<file path="src/rtl/hex_entry_capture_pkg.sv">
// Shared constants for the hex entry path: debounce timing and raw key level encoding.
package hex_entry_capture_pkg;

    localparam int DEBOUNCE_CYCLES_DEFAULT = 500000;
    localparam int DEBOUNCE_CYCLES_SIM     = 4;
    localparam int CNT_W_DEFAULT           = 20;

    // Board push-buttons pull low when pressed.
    typedef enum logic {
        KEY_PRESSED  = 1'b0,
        KEY_RELEASED = 1'b1
    } key_level_e;

endpackage

</file>
<file path="src/rtl/hex_entry_capture_key_debounce.sv">
// Per-key conditioning: two-flop synchronizer, stability counter and a registered press strobe.
module key_debounce
    import hex_entry_capture_pkg::*;
#(
    parameter int DEBOUNCE_CYCLES = DEBOUNCE_CYCLES_DEFAULT,
    parameter int CNT_W           = CNT_W_DEFAULT
) (
    input  logic clk,
    input  logic reset,
    input  logic key_n,
    output logic press
);

    localparam logic [CNT_W-1:0] CNT_LAST = CNT_W'(DEBOUNCE_CYCLES - 1);

    logic             sync_1;
    logic             sync_2;
    key_level_e       state;
    key_level_e       state_prev;
    logic [CNT_W-1:0] cnt;

    always_ff @(posedge clk) begin
        if (reset) begin
            sync_1     <= KEY_RELEASED;
            sync_2     <= KEY_RELEASED;
            state      <= KEY_RELEASED;
            state_prev <= KEY_RELEASED;
            cnt        <= '0;
            press      <= 1'b0;
        end else begin
            sync_1 <= key_n;
            sync_2 <= sync_1;

            // Any sample matching the accepted level restarts qualification.
            if (sync_2 == state) begin
                cnt <= '0;
            end else if (cnt == CNT_LAST) begin
                state <= key_level_e'(sync_2);
                cnt   <= '0;
            end else begin
                cnt <= cnt + 1'b1;
            end

            state_prev <= state;
            press      <= (state == KEY_PRESSED) && (state_prev == KEY_RELEASED);
        end
    end

endmodule

</file>
<file path="src/rtl/hex_entry_capture.sv">
// Operator hex word entry: nibble shift register driven by debounced keys, handed to the CPU via valid/ack.
module hex_entry_capture
    import hex_entry_capture_pkg::*;
#(
    parameter int DEBOUNCE_CYCLES = DEBOUNCE_CYCLES_DEFAULT,
    parameter int CNT_W           = CNT_W_DEFAULT
) (
    input  logic        clk,
    input  logic        reset,
    input  logic [3:0]  sw_nibble,
    input  logic        key_shift_n,
    input  logic        key_commit_n,
    input  logic        key_clear_n,
    output logic [31:0] entry,
    output logic [31:0] word_out,
    output logic        word_valid,
    input  logic        word_ack,
    output logic        overrun
);

    logic shift_p;
    logic commit_p;
    logic clear_p;

    key_debounce #(.DEBOUNCE_CYCLES(DEBOUNCE_CYCLES), .CNT_W(CNT_W)) u_shift (
        .clk   (clk),
        .reset (reset),
        .key_n (key_shift_n),
        .press (shift_p)
    );

    key_debounce #(.DEBOUNCE_CYCLES(DEBOUNCE_CYCLES), .CNT_W(CNT_W)) u_commit (
        .clk   (clk),
        .reset (reset),
        .key_n (key_commit_n),
        .press (commit_p)
    );

    key_debounce #(.DEBOUNCE_CYCLES(DEBOUNCE_CYCLES), .CNT_W(CNT_W)) u_clear (
        .clk   (clk),
        .reset (reset),
        .key_n (key_clear_n),
        .press (clear_p)
    );

    always_ff @(posedge clk) begin
        if (reset) begin
            entry      <= '0;
            word_out   <= '0;
            word_valid <= 1'b0;
            overrun    <= 1'b0;
        end else begin
            if (clear_p) begin
                entry <= '0;
            end else if (shift_p) begin
                entry <= {entry[27:0], sw_nibble};
            end

            // Commit captures the pre-update entry; a same-cycle ack consumes the old word only.
            if (commit_p) begin
                word_out   <= entry;
                word_valid <= 1'b1;
            end else if (word_ack) begin
                word_valid <= 1'b0;
            end

            if (clear_p) begin
                overrun <= 1'b0;
            end else if (commit_p && word_valid && !word_ack) begin
                overrun <= 1'b1;
            end
        end
    end

endmodule

</file>
<file path="config.mk">
export PLATFORM = sky130hd
export DESIGN_NAME = hex_entry_capture
export DESIGN_NICKNAME = d
export VERILOG_FILES = /design/src/rtl/hex_entry_capture_pkg.sv /design/src/rtl/hex_entry_capture_key_debounce.sv /design/src/rtl/hex_entry_capture.sv
export SDC_FILE = /design/constraint.sdc
export NUM_CORES = 1
export LEC_CHECK = 0
export CORE_ASPECT_RATIO = 2
export CORE_MARGIN = 8
export CORE_UTILIZATION = 65
export CTS_BUF_LIST = sky130_fd_sc_hd__clkbuf_8
export CTS_CLUSTER_SIZE = 28
export DETAILED_ROUTE_END_ITERATION = 6
export DONT_BUFFER_PORTS = 1
export HOLD_SLACK_MARGIN = 0.12
export PLACE_DENSITY = 0.79
export SLEW_MARGIN = 20
export SYNTH_ARGS = -nofsm -noshare
export SYNTH_HDL_FRONTEND = slang
export SYNTH_SLANG_ARGS = --single-unit
</file>
<file path="constraint.sdc">
create_clock -name clk -period 2.1 [get_ports clk]
set_input_delay 0.315 -clock clk [delete_from_list [all_inputs] [get_ports clk]]
set_output_delay 0.315 -clock clk [all_outputs]
set_load 0.01 [all_outputs]
</file>
==> results.md, run 1 <==
* Hold depth at 2
* Peak supply drop at 0.9493 mV
* Clock Sinks at 141
* Internal reg-to-reg setup slack at 0.25 ns
* Hold Path Class: in2reg
* Async SR Flop Fraction at 0%
* Vias/cell at 5.825
* Worst-Skew Late Latency at 0.43 ns
* Routability cong. at 0.8378
* Yosys top cell area share at 51.41%
* Crit Path Category: reg2reg
* Nets at 604
* Flops & latches, synth at 141
* CP peak stage delay at 0.64 ns
* Initial drt markers at 173
* ANT nets after route at 0
* WHS at 0.2040 ns
* Clock share of power at 45.5%
* # Max-Cap Violations at 0
* Remaining DRCs at 0
* N_diodes at 0
* Syn Nets at 587
* Final core utilization at 74.62%
* R2R cell count at 4
* TNS Setup at 0 ns
* Post-Synthesis Cells at 574
* R2r startpoint: u_commit.cnt[7]
* Worst path required time at 2.46 ns
* Sw Ratio at 21.05%
* # port buffers at 0
* Die Y at 146.0 µm
* Dominant synthesized flop cell: dfxtp_1
* Slew @ Worst Pin at 0.6090 ns
* Most common cell in the netlist: dfxtp_1
* Crit start category: flip-flop
* CTS tree: done
* Max-slew violations at 0
* First-pass GRT wire length at 19360 µm
* RSZ-0062 raised after global routing: no
* Sequential Power Share at 53.1%
* Setup violators final at 0
* Fraction of layout cells with a size suffix above 1 at 10.26%
* Row count at 47
* Placed cells at 661
* Pwr/cell area at 821.6 mW/mm²
* Register area share after synthesis at 51.41%
* Starting density of the core at 66.69%
* Crit path cell chain: nand4_2, or4_1, or3_1, a21oi_1
* Syn avg cell area at 9.565 µm²
* Reported net switching power at 1.062 mW
* Final Hold Vio Count at 0
* Vias in the first global route at 4210
* CTS H-tree lvls at 4
* Post-Syn Area at 0.005490 mm²
* Pleak at 1.895 nW
* Initial DRT Pass Iterations at 5
* Post-DP Area at 0.005607 mm²
* Crit path max-delay cell type: or4_1
* Internal at 3.985 mW
* Largest net degree at the start of global routing at 53
* Period utilization at 88.03%
* YS warnings at 0
* Final cell count without fillers at 702
* Grt ovf at 0
* EDFF count, synth at 0
* Die width at 80.99 µm
* Top cells by area, synth: dfxtp_1 51%, mux2i_1 13%, nor2_1 9.4%
* DIE AREA at 0.01182 mm²
* Outcome: completed
* Critical Path AT at 2.21 ns
* Yosys top cell by area: dfxtp_1
* DRT Wirelength at 11410 µm
* Crit path max fanout at 7
* Clock-pin slew on the worst setup and hold paths at 0.08 ns
* Buffer depth of the longest clock path at 2
* Synth cell types at 42
* Slew headroom at 59.40%
* Hold Path End: word_out[28]
* CTS Buf Count at 17
* Fin crit period at 1.849 ns
* Final Cell Area at 0.006143 mm²
* Clock skew at 0.008659 ns
* Critical path capture point type: flip-flop
* Post-CTS Repair Setup Buffers at 0
* Hold_sp: reset
* Clk root buf: clkbuf_8
* Routed via count at 4089
* Hpwl dp at 7967 µm
* Top post-synthesis cells by count: 141 x dfxtp_1, 137 x nor2_1, 71 x mux2i_1, 40 x xnor2_1
* Comb power frac at 1.3%
* Fmax at 541.0 MHz
* Core area at 0.008233 mm²
* Critical R2R Capture: u_commit.cnt[17]
* Synth-to-Final Area Change at 11.90%
* Gr usage total at 20.24%
* Antenna violations before repair at 0
* Per-cell routed wire length at 16.26 µm
* I/O pins at 76
## placed cells by master, fill, tap and decap left out, types with 8 or more instances in the layout
cell type / n
dlygate4sd3_1: 8
nor2_1: 137
clkbuf_8: 20
nor4_1: 16
buf_4: 11
nand2_1: 13
nor3_1: 19
mux2i_1: 71
nand3_1: 19
xnor2_1: 40
nand4_1: 14
inv_1: 18
or2_2: 8
dfxtp_1: 139
## cell type report
class	count	area, µm²
Clock inverter	12	161.4
Fill cell	590	2090
Sequential cell	141	2825
Inverter	18	67.56
Tap cell	98	122.6
Timing Repair Buffer	20	182.7
Multi-Input combinational cell	393	2509
Clock buffer	20	275.3
## kinds of logic after synthesis
logic type | count (synthesis) | synth area share [%]
AND/OR/NAND/NOR | 254 | 22.33
XOR/XNOR | 47 | 7.498
AO/OA/AOI/OAI | 18 | 2.233
adder cells (fa/ha/maj) | 3 | 0.6838
buffers and inverters | 40 | 2.894
multiplexers | 71 | 12.94
flip-flops | 141 | 51.41
## sequential cells by signal, summed over array words and instances, names as in the netlist, 20 cells and up
register and flops:
word_out 32, u_clear.cnt 20, entry 32, u_commit.cnt 20, u_shift.cnt 20
## layer usage
layer | vias up | track usage [%] | wire length [µm] | share of wire [%]
met3 | 27 | 6.621 | 753 | 6.6
li1 | 1980 | - | - | -
met4 | 0 | 10.27 | 263 | 2.3
met2 | 109 | 36.46 | 6388 | 56
met1 | 1973 | 19.18 | 4008 | 35
met5 | - | 0 | 0 | 0
## timing repair
item / 4_1_cts / 5_1_grt
endpoints found under the setup margin: 0 / 0
gates resized for setup: 0 / 0
hold endpoints to repair: 61 / 0
hold buffers: 9 / 0
## stage by stage
step | total power, mW | setup slack, ns
global route | 5.210 | 0.04572
global placement | 2.780 | 0.3337
finish | 5.047 | 0.2515
floorplan | 2.785 | 0.2539
CTS | 5.089 | 0.2468
detailed placement | 2.781 | 0.2599
## worst max-delay path by stage
stage                               start          endpoint  slack (ns)  depth (start not counted)
after detailed placement  u_commit.cnt[0]  u_commit.cnt[18]        0.26                          5
after global placement    u_commit.cnt[4]   u_commit.cnt[6]        0.33                          5
final                     u_commit.cnt[7]  u_commit.cnt[17]        0.25                          4
after floorplan           u_commit.cnt[4]  u_commit.cnt[10]        0.25                          5
after global routing      u_commit.cnt[0]  u_commit.cnt[18]        0.05                          5
after CTS                 u_commit.cnt[4]    u_commit.state        0.25                          4
## worst max-delay path, delay by kind of cell, from the launching register on
| kind | cells | cell delay [ns] |
|---|---|---|
| flip-flops | 1 | 0.45 |
| AND/OR/NAND/NOR | 3 | 1.20 |
| AO/OA/AOI/OAI | 1 | 0.14 |
## power groups by stage
stage	combinational [mW]	clock, mW	sequential [mW]
after CTS	0.0668	2.34	2.68
after floorplan	0.0409	0	2.74
after global routing	0.0716	2.46	2.68
after global placement	0.0349	0	2.74
after detailed placement	0.0355	0	2.75
final	0.0657	2.30	2.68
(Power assumes the default switching activity.)
==> inputs of run 2 (changes only) <==
--- a/config.mk
+++ b/config.mk
@@ -5,6 +5,7 @@
 export SDC_FILE = /design/constraint.sdc
 export NUM_CORES = 1
 export LEC_CHECK = 0
+export ABC_AREA = 1
 export CORE_ASPECT_RATIO = 2
 export CORE_MARGIN = 8
 export CORE_UTILIZATION = 65
@@ -14,6 +15,7 @@
 export DONT_BUFFER_PORTS = 1
 export HOLD_SLACK_MARGIN = 0.12
 export PLACE_DENSITY = 0.79
+export SETUP_SLACK_MARGIN = 0.2
 export SLEW_MARGIN = 20
 export SYNTH_ARGS = -nofsm -noshare
 export SYNTH_HDL_FRONTEND = slang
==> results.md, run 2 <==
* Internal reg-to-reg setup slack at 0.53 ns
* Post-Synth Simple-Gate Area at 30.82%
* Routability cong. at 0.9187
* Hold Path Class: in2reg
* Outcome: completed
* Largest net degree at the start of global routing at 41
* Sw Ratio at 22.37%
* First-pass GRT wire length at 22870 µm
* EDFF count, synth at 0
* Fraction of layout cells with a size suffix above 1 at 9.681%
* Critical Path AT at 1.96 ns
* Crit path max-delay cell type: dlygate4sd3_1
* Most common cell in the netlist: nand2_1
* Most frequent cells in the layout: 168 x nand2_1, 167 x nor2_1, 141 x dfxtp_1, 60 x inv_1, 56 x a21oi_1
* R2R cell count at 3
* N_diodes at 0
* Grt ovf at 0
* Multi-input logic area at 0.002685 mm²
* Compound-Gate Fraction of Synth Area at 10.09%
* CTS H-tree lvls at 4
* Flops & latches, synth at 141
* Clock Sinks at 141
* Max-slew violations at 0
* Peak supply drop at 0.7755 mV
* Register area at 0.002823 mm²
* Fmax at 636.1 MHz
* YS warnings at 0
* Nets at 816
* Post-Synthesis Cells at 790
* Setup ws final at 0.5279 ns
* Pwr/cell area at 768.8 mW/mm²
* Mux cell area share after synthesis at 0%
* I/O pins at 76
* Yosys top cell area share at 48.25%
* Die width at 83.09 µm
* Crit path cell chain: clkinv_1, a21oi_1, dlygate4sd3_1
* CP peak stage delay at 0.56 ns
* Crit Path Category: reg2reg
* Initial DRT Pass Iterations at 5
* Largest family of logic cells by synthesized area: simple AND/OR/NAND/NOR gates
* Core area at 0.008890 mm²
* Async SR Flop Fraction at 0%
* Critical R2R Capture: word_valid
* Syn avg cell area at 7.406 µm²
* Cell family with most CP delay: buffers and inverters
* Starting density of the core at 65.81%
* Initial drt markers at 244
* TNS Setup at 0 ns
* Commonest non-fill, non-tap cell in the layout: nand2_1
* Vias/cell at 5.565
* Slew @ Worst Pin at 0.6841 ns
* CTS Buf Count at 17
* Post-Syn Area at 0.005851 mm²
* Sequential Power Share at 54.4%
* ANT nets after route at 0
* Reported net switching power at 1.104 mW
* Fraction of the mapped netlist area in adder cells at 0.6416%
* Gr usage total at 22.44%
* Crit path max fanout at 15
* Yosys top cell by area: dfxtp_1
* Synth-to-Final Area Change at 9.666%
* Filler cells at 699
* Clock-pin slew on the worst setup and hold paths at 0.08 ns
* Setup crit start: u_commit.press
* # port buffers at 0
* Worst path required time at 2.49 ns
* Row count at 49
* Period utilization at 74.86%
* Crit start category: flip-flop
* Fin crit period at 1.572 ns
* Hpwl dp at 10140 µm
* Remaining DRCs at 0
* Pre-CTS setup slack at 0.5818 ns
* Internal at 3.829 mW
* Slew headroom at 54.34%
* RSZ-0062 raised after global routing: no
* Top post-synthesis cells by count: 168 x nand2_1, 167 x nor2_1, 141 x dfxtp_1, 58 x inv_1, 56 x a21oi_1
* Clk root buf: clkbuf_8
* Buffer depth of the longest clock path at 2
* Biggest regs: entry: 32 flops, word_out: 32 flops
* Register area share after synthesis at 48.25%
* CTS tree: done
* DIE AREA at 0.01248 mm²
* Critical path capture point type: flip-flop
* Top cells by area, synth: dfxtp_1 48%, nand2_1 11%, nor2_1 11%
* Crit path to: word_valid
* Final Hold Vio Count at 0
* Comb power frac at 1.4%
* Post-Synth XOR/XNOR Area at 4.341%
* Routed via count at 5109
* Clock skew at 0.01152 ns
* # Max-Cap Violations at 0
* Setup violators final at 0
* Buf+Inv Stages, Crit Path at 2
* Antenna violations before repair at 0
* Die Y at 150.2 µm
* DRT Wirelength at 14070 µm
* Vias in the first global route at 4868
* Clock share of power at 44.2%
* Syn Nets at 803
* Crit. path cell count at 3
* Dominant synthesized flop cell: dfxtp_1
* Pleak at 2.283 nW
* R2r startpoint: u_commit.press
* Synth cell types at 29
* Worst-Skew Late Latency at 0.44 ns
* Per-cell routed wire length at 15.32 µm
==> run 2: changes by cell type after synthesis, moves of 6 or more <==
| cell | delta |
|---|---|
| xnor2_1 | -26 |
| a21oi_1 | +49 |
| xor2_1 | +8 |
| nor2_1 | +30 |
| mux2i_1 | -71 |
| nor2_2 | +20 |
| o21ai_0 | +46 |
| nand2_1 | +155 |
| nand4_1 | -6 |
| nor3_1 | -19 |
| inv_1 | +41 |
| nor4_1 | -16 |
| nand3_1 | +7 |
==> run 2: how the worst min path moves through the flow <==
stage | from | end | slack, ns | depth (start not counted)
after CTS | reset | u_shift.cnt[16] | 0.15 | 5
after detailed placement | reset | word_valid | 0.39 | 1
after global placement | reset | word_valid | 0.39 | 1
final | reset | u_shift.cnt[16] | 0.17 | 5
after global routing | reset | u_shift.cnt[16] | 0.19 | 5
after floorplan | u_clear.sync_1 | u_clear.sync_2 | 0.39 | 1
==> run 2: worst reg2reg max path: stages (launching register included) <==
cell and delay, ns:
dfxtp_1 0.35, clkinv_1 0.36, a21oi_1 0.25, dlygate4sd3_1 0.56
==> run 2: kinds of logic (layout without fill, tap and decap cells) <==
kind of cell	count (synthesis)	in the layout
compound gates	114	114
flops	141	141
buf+inv	83	109
xor+xnor	29	29
simple gates	420	420
fa+ha+maj	3	3
==> run 2: metrics by stage <==
step	util, %	hold slack, ns	total power, mW	instances	area (µm²)
final	72.17	0.1681	4.933	918	6416
after detailed placement	66.52	0.3946	2.797	876	5913
after global placement	66.52	0.3912	2.796	876	5913
after floorplan	-	0.3895	2.787	790	5851
after global routing	72.17	0.1925	5.083	918	6416
after CTS	72.17	0.1531	4.962	918	6416
==> run 2: metal layers <==
layer | global-route usage [%] | up-vias | share of wire, %
met3 | 5.796 | 50 | 5.6
met4 | 13.72 | 0 | 4.7
met1 | 21.20 | 2353 | 35
met5 | 0 | - | 0
li1 | - | 2526 | -
met2 | 41.92 | 180 | 54
==> run 2: area by class of cell <==
type / count / area share, %
Clock buffer: 19 / 4.076
Clock inverter: 13 / 2.204
Inverter: 60 / 3.510
Multi-Input combinational cell: 566 / 41.85
Sequential cell: 141 / 43.99
Tap cell: 102 / 1.989
Timing Repair Buffer: 17 / 2.379
==> run 2: power by group through the flow <==
stage | Combinational (mW) | Sequential, mW | Clock, mW
after floorplan | 0.0435 | 2.74 | 0
after global placement | 0.0498 | 2.75 | 0
after CTS | 0.0685 | 2.68 | 2.21
after global routing | 0.0743 | 2.68 | 2.33
final | 0.0680 | 2.68 | 2.18
after detailed placement | 0.0509 | 2.75 | 0
==> run 2: timing repair <==
| item | in CTS | in global routing |
|---|---|---|
| gates resized for setup | 0 | 0 |
| hold buffers | 10 | 0 |
| setup buffers | 0 | 0 |
| hold endpoints to repair | 19 | 0 |
==> inputs of run 3 (changes only) <==
==> constraint.sdc (replaced) <==
create_clock -name clk -period 1.5 [get_ports clk]
set_input_delay 0.225 -clock clk [delete_from_list [all_inputs] [get_ports clk]]
set_output_delay 0.225 -clock clk [all_outputs]
set_load 0.01 [all_outputs]
==> results.md, run 3 (synthesis gave the netlist of run 2 again) <==
* Setup ws final at 0.1299 ns
* Row count at 49
* Antenna violations before repair at 0
* Slew @ Worst Pin at 0.6459 ns
* Metal2 WL at 9088 µm
* Crit start category: flip-flop
* Gr usage total at 23.69%
* Synth-to-Final Area Change at 21.47%
* RSZ-0062 raised after global routing: yes
* Initial drt markers at 355
* Placed cells at 880
* Vias/cell at 5.841
* Nets at 842
* R2r startpoint: u_clear.cnt[0]
* CTS tree: done
* Hpwl dp at 10040 µm
* Peak supply drop at 1.056 mV
* Critical path capture point type: flip-flop
* Setup violators final at 0
* DIE AREA at 0.01248 mm²
* Clock-pin slew on the worst setup and hold paths at 0.08 ns
* Biggest regs: entry: 32 flops, word_out: 32 flops
* # port buffers at 0
* Worst path required time at 1.85 ns
* I/O pins at 76
* Most frequent cells in the layout: 162 x nand2_1, 139 x nor2_1, 108 x dfxtp_1, 56 x a21oi_1, 53 x inv_1
* Worst-Skew Late Latency at 0.44 ns
* Vias in the first global route at 5308
* Setup crit start: u_clear.cnt[0]
* Pwr/cell area at 1025 mW/mm²
* Final Cell Area at 0.007107 mm²
* Final Hold Vio Count at 7
* Period utilization at 91.34%
* Initial DRT Pass Iterations at 7
* TNS Setup at 0 ns
* Routed via count at 5514
* # Max-Cap Violations at 0
* Register area at 0.002884 mm²
* ANT nets after route at 0
* Clock skew at 0.009441 ns
* Outcome: complete, but fails checks
* Post-DP Area at 0.005949 mm²
* Crit path max fanout at 4
* Clock Sinks at 141
* Final cell count without fillers at 944
* CTS Buf Count at 17
* Clk root buf: clkbuf_8
* Fraction of layout cells with a size suffix above 1 at 22.09%
* Grt ovf at 0
* Starting density of the core at 65.81%
* WHS at -0.1457 ns
* M1 wire length at 5609 µm
* Core area at 0.008890 mm²
* Critical Path AT at 1.72 ns
* Fin crit period at 1.370 ns
* Met3 wire len at 1221 µm
* Per-cell routed wire length at 17.55 µm
* Routability cong. at 0.8946
* Fmax at 729.9 MHz
* Die Y at 150.2 µm
* CTS H-tree lvls at 4
* Max-slew violations at 0
* Filler cells at 562
* Crit Path Category: reg2reg
* Pleak at 2.451 nW
* N_diodes at 0
* Remaining DRCs at 0
* Violated checks: negative hold slack
* Top sig layer: met4
* Slew headroom at 56.90%
* Hold Path Class: in2reg
* Multi-input logic area at 0.003110 mm²
* DRT Wirelength at 16570 µm
* Buffer depth of the longest clock path at 2
* Hold_sp: reset
* Pre-CTS setup slack at 0.07743 ns
* First-pass GRT wire length at 24450 µm
* Number of hold buffers added after CTS at 15
* Commonest non-fill, non-tap cell in the layout: nand2_1
* Die width at 83.09 µm
* Largest net degree at the start of global routing at 33
-- run 3: cell types whose count changed in the layout (fill, tap and decap cells not counted), sizes merged --
cell / change
bufinv: +2
nand2: +7
clkinv: -1
inv: -1
dlygate4sd3: +5
buf: +14
-- run 3: critical path: stages, from the launching register on --
cell	delay [ns]
dfxtp_4	0.37
ha_4	0.14
nand3_4	0.13
nor2_4	0.14
nand3_1	0.09
or2_0	0.24
a21oi_1	0.19
-- run 3: layer usage --
metal  vias to the layer above  track usage [%]
met4                         0            13.98
met3                        68            6.826
met5                         -                0
li1                       2588                -
met1                      2597            22.34
met2                       261            44.00
-- run 3: through the flow --
| stage | utilization, % | total power, mW |
|---|---|---|
| floorplan | - | 3.902 |
| global placement | 66.92 | 3.912 |
| detailed placement | 66.92 | 3.915 |
| CTS | 76.10 | 7.293 |
| global route | 79.94 | 7.469 |
| finish | 79.94 | 7.283 |
-- run 3: repair_timing --
| action | in CTS | in global routing |
|---|---|---|
| pin swaps | 7 | 32 |
| hold endpoints to repair | 74 | 67 |
| resized for setup | 43 | 87 |
| buffers inserted | 1 | 9 |
| gates cloned | 4 | 3 |
| endpoints found under the setup margin | 60 | 63 |
-- run 3: final cells by class --
class                           count  share of cell area (%)
Multi-Input combinational cell    573                   43.77
Timing Repair Buffer               36                   4.331
Inverter                           60                   3.204
Sequential cell                   141                   40.58
Clock inverter                     13                   2.641
Clock buffer                       19                   3.680
Tap cell                          102                   1.796
-- run 3: final timing paths --
kind                           to  slack, ns  cells after the start
hold / removal         word_valid      -0.15                      1
setup / recovery  u_clear.cnt[14]       0.13                      6
hold reg to reg     u_clear.press       0.42                      2
setup reg to reg  u_clear.cnt[14]       0.13                      6
-- run 3: report_power, final --
part,internal (mW),total [mW],switching (mW)
sequential,3.74,3.74,0.00771
clock,1.92,3.41,1.50
combinational,0.0534,0.125,0.0719
